--- config.mk ---
export PLATFORM = sky130hd
export DESIGN_NAME = mmcm_drp_sequencer
export DESIGN_NICKNAME = d
export VERILOG_FILES = /design/src/rtl/mmcm_drp_sequencer.sv
export SDC_FILE = /design/constraint.sdc
export NUM_CORES = 1
export LEC_CHECK = 0
export CAP_MARGIN = 40
export CORE_MARGIN = 2
export CORE_UTILIZATION = 47
export CTS_BUF_LIST = sky130_fd_sc_hd__clkbuf_4
export DETAILED_ROUTE_END_ITERATION = 16
export GPL_TIMING_DRIVEN = 0
export PLACE_DENSITY = 0.89
export SYNTH_ARGS = -nofsm -noshare
export SYNTH_HDL_FRONTEND = slang
export SYNTH_SLANG_ARGS = --single-unit
--- constraint.sdc ---
create_clock -name clk_usb -period 2.4 [get_ports clk_usb]
set_clock_uncertainty 0.05 [all_clocks]
set_input_delay 0.48 -clock clk_usb [delete_from_list [all_inputs] [get_ports clk_usb]]
set_output_delay 0.48 -clock clk_usb [all_outputs]
set_load 0.02 [all_outputs]
--- src/rtl/mmcm_drp_sequencer.sv ---
// mmcm_drp_sequencer
// Bridges single-cycle register-side DRP requests onto the MMCM DRP port.
// Every access issues exactly one den pulse and then waits for drdy, with a
// timeout. Writes are done as a read followed by a masked merge write.
// Optional build macro: DRP_AUTO_RESET_EN. When defined, writes hold the
// MMCM in reset across the DRP access and wait for lock before finishing.
module mmcm_drp_sequencer #(
  parameter int pTIMEOUT  = 1023,
  parameter int pTO_WIDTH = 10
) (
  input  logic        clk_usb,
  input  logic        reset_i,
  input  logic [6:0]  req_addr,
  input  logic        req_den,
  input  logic        req_dwe,
  input  logic [15:0] req_din,
  input  logic [15:0] req_mask,
  output logic [15:0] req_dout,
  output logic        req_done,
  output logic        busy,
  output logic        timeout_err,
  output logic        overrun_err,
  output logic [6:0]  mmcm_daddr,
  output logic        mmcm_den,
  output logic        mmcm_dwe,
  output logic [15:0] mmcm_di,
  input  logic [15:0] mmcm_do,
  input  logic        mmcm_drdy,
  output logic        mmcm_rst,
  input  logic        mmcm_locked
);

  typedef enum logic [2:0] {
    IDLE,
    RST,
    RD,
    RD_WAIT,
    WR,
    WR_WAIT,
    LOCK_WAIT,
    DONE
  } state_t;

  state_t state, state_next;

  logic [6:0]           addr_q;
  logic                 dwe_q;
  logic [15:0]          din_q;
  logic [15:0]          mask_q;
  logic [15:0]          rdata_q;
  logic [pTO_WIDTH-1:0] to_cnt;
  logic                 timeout_q;
  logic                 overrun_q;
  logic                 accept;
  logic                 to_hit;
  logic                 timeout_hit;
  logic                 in_wait;
  logic [15:0]          merged;
  logic                 locked_s;

`ifdef DRP_AUTO_RESET_EN
  logic [1:0] lock_sync;
  logic       rst_q;

  // Two-flop synchronizer for the asynchronous MMCM lock signal
  always_ff @(posedge clk_usb) begin
    if (reset_i) lock_sync <= 2'b00;
    else         lock_sync <= {lock_sync[0], mmcm_locked};
  end

  assign locked_s = lock_sync[1];

  // MMCM reset rises with an accepted write and falls once the DRP write is
  // acknowledged (entry to LOCK_WAIT) or the transaction aborts
  always_ff @(posedge clk_usb) begin
    if (reset_i)
      rst_q <= 1'b0;
    else if (state == IDLE)
      rst_q <= accept && req_dwe;
    else
      rst_q <= rst_q && (state_next inside {RST, RD, RD_WAIT, WR, WR_WAIT});
  end

  assign mmcm_rst = rst_q;
`else
  logic locked_unused;

  assign locked_unused = mmcm_locked;
  assign locked_s      = 1'b0;
  assign mmcm_rst      = 1'b0;
`endif

  assign accept  = (state == IDLE) && req_den;
  assign to_hit  = (to_cnt == pTO_WIDTH'(pTIMEOUT - 1));
  assign in_wait = (state == RD_WAIT) || (state == WR_WAIT) || (state == LOCK_WAIT);
  assign merged  = (rdata_q & mask_q) | (din_q & ~mask_q);

  // State register
  always_ff @(posedge clk_usb) begin
    if (reset_i) state <= IDLE;
    else         state <= state_next;
  end

  // Next-state selection and timeout detection in the wait states
  always_comb begin
    state_next  = state;
    timeout_hit = 1'b0;
    case (state)
      IDLE: begin
        if (req_den) begin
`ifdef DRP_AUTO_RESET_EN
          state_next = req_dwe ? RST : RD;
`else
          state_next = RD;
`endif
        end
      end
      RST:     state_next = RD;
      RD:      state_next = RD_WAIT;
      RD_WAIT: begin
        if (mmcm_drdy) begin
          state_next = dwe_q ? WR : DONE;
        end else if (to_hit) begin
          state_next  = DONE;
          timeout_hit = 1'b1;
        end
      end
      WR:      state_next = WR_WAIT;
      WR_WAIT: begin
        if (mmcm_drdy) begin
`ifdef DRP_AUTO_RESET_EN
          state_next = LOCK_WAIT;
`else
          state_next = DONE;
`endif
        end else if (to_hit) begin
          state_next  = DONE;
          timeout_hit = 1'b1;
        end
      end
      LOCK_WAIT: begin
        if (locked_s) begin
          state_next = DONE;
        end else if (to_hit) begin
          state_next  = DONE;
          timeout_hit = 1'b1;
        end
      end
      DONE:    state_next = IDLE;
      default: state_next = IDLE;
    endcase
  end

  // Latch the request fields when a new request is accepted
  always_ff @(posedge clk_usb) begin
    if (reset_i) begin
      addr_q <= '0;
      dwe_q  <= 1'b0;
      din_q  <= '0;
      mask_q <= '0;
    end else if (accept) begin
      addr_q <= req_addr;
      dwe_q  <= req_dwe;
      din_q  <= req_din;
      mask_q <= req_mask;
    end
  end

  // Timeout counter restarts on every state change and counts while waiting
  always_ff @(posedge clk_usb) begin
    if (reset_i)                  to_cnt <= '0;
    else if (state_next != state) to_cnt <= '0;
    else if (in_wait)             to_cnt <= to_cnt + 1'b1;
  end

  // Capture DRP read data; it is kept unchanged when an access times out
  always_ff @(posedge clk_usb) begin
    if (reset_i)                           rdata_q <= '0;
    else if (state == RD_WAIT && mmcm_drdy) rdata_q <= mmcm_do;
  end

  // Sticky error flags: timeout clears on a new request, overrun only on reset
  always_ff @(posedge clk_usb) begin
    if (reset_i) begin
      timeout_q <= 1'b0;
      overrun_q <= 1'b0;
    end else begin
      if (accept)           timeout_q <= 1'b0;
      else if (timeout_hit) timeout_q <= 1'b1;
      if (req_den && state != IDLE) overrun_q <= 1'b1;
    end
  end

  assign req_dout    = rdata_q;
  assign req_done    = (state == DONE);
  assign busy        = (state != IDLE);
  assign timeout_err = timeout_q;
  assign overrun_err = overrun_q;
  assign mmcm_daddr  = addr_q;
  assign mmcm_den    = (state == RD) || (state == WR);
  assign mmcm_dwe    = (state == WR);
  assign mmcm_di     = (state == WR) ? merged : 16'h0000;

endmodule

### Word-level counts from Yosys, hierarchy flattened

Index checks and enable logic that the tools add are counted.
W data, S select, Z words.

* input bits: 61
* word-level logic and storage cells: 44
* flip-flop bits (word level): 71
* output and inout port bits: 46

* bitwise operators: 4
* $add $sub $neg: 1
* equality and inequality tests: 9
* reduce and logical (&&, ||, !) cells: 11
* muxes and demuxes: 10

Operators with widths (number)
* $and A16 B16 Y16: 2
* $pmux W3 S8: 1
* $mux W16: 1
* $not A16 Y16: 1
* $or A16 B16 Y16: 1
* $eq A3 B3 Y1 const B: 4
* $mux W3: 4
* $add A10 B1 Y10 const B: 1
* $eq A10 B10 Y1 const B: 1
* $eq A3 B2 Y1 const B: 2
* $reduce_or A2 Y1: 3
* $eq A3 B1 Y1 const B: 1
* $logic_and A1 B1 Y1: 3
* $logic_not A3 Y1: 1
* $logic_or A1 B1 Y1: 3
* $ne A3 B3 Y1: 1
* $reduce_bool A3 Y1: 1
* $mux W1: 2
* $mux W2: 1
* $pmux W1 S2: 1

### Longest topological paths before layout

* depth in word-level cells: 6
* depth in mapped cells: 7
* depth with buffers taken out: 6

### Worst setup path before layout

Ideal clock, no wire load.

* path type: register -> output
* start: register state[0]
* end: output port mmcm_di[10]
* arrival: 1.383 ns
* buffers on the path: 3
* data required time: 1.870 ns
* cell stages (with the launch flop): 7
* slack: 0.487 ns
* cells stage by stage: dfxtp_1 buf_2 inv_1 nand2b_1 clkbuf_1 clkbuf_1 nor2_1

* cells in the longest elaborated chain, start to end: 2

RTL lines
* from (decl): line 44 `state_t state, state_next;`
* from (signal assigned): line 101 `else state <= state_next;`
* $eq A3 B3 Y1: line 202 `assign mmcm_di = (state == WR) ? merged : 16'h0000;`
* $mux W16: line 202
* to (decl): line 26 `output logic [15:0] mmcm_di,`

Every way passes these cells.

### Worst setup path after layout

* start: register state[1]
* end: output port mmcm_di[10]

Same word-level chain as after synthesis.

==> summary.md <==
| Metric | Value |
|---|---|
| Status | `finished, final reports clean` |
| Post-place setup slack | `-407 ps` |
| Async SR Flop Fraction | `0%` |
| Final design utilization | `slightly below 70%` |
| First-pass GRT wire length | `14,800 microns` |
| Routed WL | `9210 microns` |
| Critical Path RT | `around 1900 ps` |
| DRT Pass-1 Iters | `4` |
| Via Count | `3,234` |
| Antenna Cells | `0` |
| Worst-path maximum fanout | `10` |
| Worst-Skew Late Latency | `410 ps` |
| # fillers | `494` |
| Final Setup Violations | `0` |
| Register area share after synthesis | `46.3%` |
| Synth cell count leaders | `nand2_1, dfxtp_1, a21oi_1, clkbuf_1, nor2_1` |
| Worst EP arrival | `1830 ps` |
| Final min period | `2360 ps` |
| Leak | `1.53 nW` |
| TNS Setup | `0 ps` |
| Peak supply drop | `0.397 mV` |
| Die area | `7190 sq um` |
| Crit path launch type | `register` |
| Initial antenna violation count | `0` |
| Placed Cells | `571` |
| WL/cell | `15.7 microns` |
| Critical path class | `reg2out` |
| Grt ovf | `0` |
| Number of buffers added on ports | `a little over 100` |
| Nets | `roughly 570` |
| Vias per Instance | `between 5 and 6` |
| Max-slew headroom | `between 50% and 60%` |
| Hold-fix buffers at CTS | `0` |
| Post-route setup slack | `41.4 ps` |
| DRT iter0 DRCs | `roughly 160` |
| Largest net degree at the start of global routing | `13` |
| R2r endpoint | `to_cnt[0]` |
| Cell Area, Placed | `between 4000 and 5000 sq um` |
| Maxcap violations | `0` |
| Vias in the first global route | `3,127` |
| Area growth syn-to-layout | `41.4%` |
| Ports | `107` |
| Syn_nets | `~460` |
| Slew of the pin with the lowest slew margin | `around 720 ps` |
| CTS Buf Count | `9` |
| Finished layout cell area | `roughly 4300 sq um` |
| H-tree depth | `3` |
| Distinct cells, synth | `38` |
| Clk root buf | `clkbuf_4` |
| Most used flip-flop cell after synthesis | `dfxtp_1` |
| Post-DRT Antenna Nets | `0` |
| Top post-synthesis cells by area | `dfxtp_1, nand2_1, a21oi_1` |
| Power per Cell Area | `560 nW/um^2` |
| Die Width | `84.8 microns` |
| Cell Area, Synth | `3070 sq um` |
| Synthesized instance count | `around 390` |
| Hold Path Class | `reg2reg` |
| Count leader, synth | `nand2_1` |
| Endpoint class of the critical path | `primary output` |
| Yosys reg bits | `71` |
| Share of the synthesized area in the top cell type | `46.3%` |
| Worst reg2reg path startpoint | `to_cnt[0]` |
| GPL Wtd Cong | `0.835` |
| Clk slew on worst S/H paths | `120 ps` |
| Leading area contributor after synthesis | `dfxtp_1` |
| Layout cells sized above 1 | `8.84%` |
| Core box area | `6310 sq um` |
| Non-Filler Instances | `586` |
| Critical path capture point | `mmcm_di[10]` |
| Reg2Reg Setup Slack | `300 ps` |
| Final slew viol count | `0` |
| Reg2reg path depth | `7` |
| Placed wire-length estimate | `6680 microns` |
| Number of flops mapped to enable cells by yosys | `0` |
| CTS tree | `yes` |
| Clock buffer depth | `2` |
| FP Rows | `29` |
| Crit path launch | `state[1]` |
| Period utilization | `a little under 100%` |
| Clock sink count | `71` |
| Fin. Hold Viols | `0` |
| Gr usage total | `25.9%` |
| # DRC | `0` |
| Average size of a mapped cell | `7.83 sq um` |
| Die Span Y | `~85 microns` |
| Warnings, synthesis | `0` |
| Initial Util | `between 40% and 50%` |
| F_max | `424 MHz` |
[kinds of logic after synthesis]
family / Yosys count / synth area share (%)
AND/OR/NAND/NOR: 167 / 23.1
other: 1 / 0.122
XOR/XNOR: 2 / 0.571
adder cells (fa/ha/maj): 2 / 0.816
AO/OA/AOI/OAI: 95 / 18.3
buffers and inverters: 37 / 5.02
flip-flops: 71 / 46.3
multiplexers: 17 / 5.71
[layout make-up]
type	count	area [sq um]	area share, %
buffer	29	136	3.14
inverter	7	30.0	0.692
clock inverter	6	62.6	1.44
sequential	71	1420	32.8
multi-input combinational	284	1510	34.7
timing repair buffer	103	1020	23.4
tap	77	96.3	2.22
clock buffer	9	67.6	1.56
[stage by stage]
step	hold WS, ps	power (W)
floorplan	386	0.00151
detailed placement	399	0.00171
global placement	391	0.00170
global route	440	0.00254
CTS	414	0.00243
finish	415	0.00243
[how the worst min path moves through the flow]
stage	start	end	cells after the start
after floorplan	din_q[0]	din_q[0]	2
after global placement	mmcm_daddr[4]	mmcm_daddr[4]	2
after global routing	mmcm_daddr[1]	mmcm_daddr[1]	2
after CTS	mmcm_daddr[0]	mmcm_daddr[0]	2
after detailed placement	mmcm_daddr[4]	mmcm_daddr[4]	2
final	mmcm_daddr[0]	mmcm_daddr[0]	2
[critical path: stages (launching register included)]
cell	delay (ps)
dfxtp_1	350
nand2b_1	230
nand2b_4	230
clkbuf_8	190
nor2_1	140
clkdlybuf4s15_2	280
[sequential cells by signal, indices dropped and copies added (netlist names)]
register / flops
state: 3
mask_q: 16
din_q: 16
dwe_q: 1
mmcm_daddr: 7
req_dout: 16
to_cnt: 10
overrun_err: 1
timeout_err: 1
[per-layer routing]
metal | part of all wire [%] | vias to the layer above | GRT usage, %
met5 | 0 | - | 0
met4 | 2.4 | 0 | 11.0
met3 | 9.3 | 20 | 6.78
met2 | 48 | 147 | 42.2
met1 | 40 | 1500 | 32.6
li1 | - | 1567 | -
[timing repair]
action,CTS,global route
setup buffers,0,1
resized for setup,43,7
setup endpoints to repair,20,16
cloned,0,0
pin swaps,0,0
[cell usage in the layout, fill, tap and decap left out, types with 3 or more instances in the layout]
cell type and instances:
nand2_1 121, clkdlybuf4s50_1 82, dfxtp_1 69, a21oi_1 63
nor2_1 18, clkbuf_1 17, mux2i_1 16, dlygate4sd2_1 10
a211oi_1 9, clkbuf_4 9, buf_2 8, clkdlybuf4s15_2 8
inv_1 6, o31ai_1 6, or4_1 6, o21ai_0 4
nand3_1 4, or3_1 4, buf_4 3, clkinvlp_4 3
nand4_1 3, a311oi_1 3, a31oi_1 3
[where the power goes]
| group | internal, W | switching (W) |
|---|---|---|
| Sequential | 0.00124 | 0.0000375 |
| Clock | 0.000308 | 0.000426 |
| Combinational | 0.000199 | 0.000224 |
| Total | 0.00174 | 0.000688 |
Note: power is estimated with default switching activity, not from simulation.
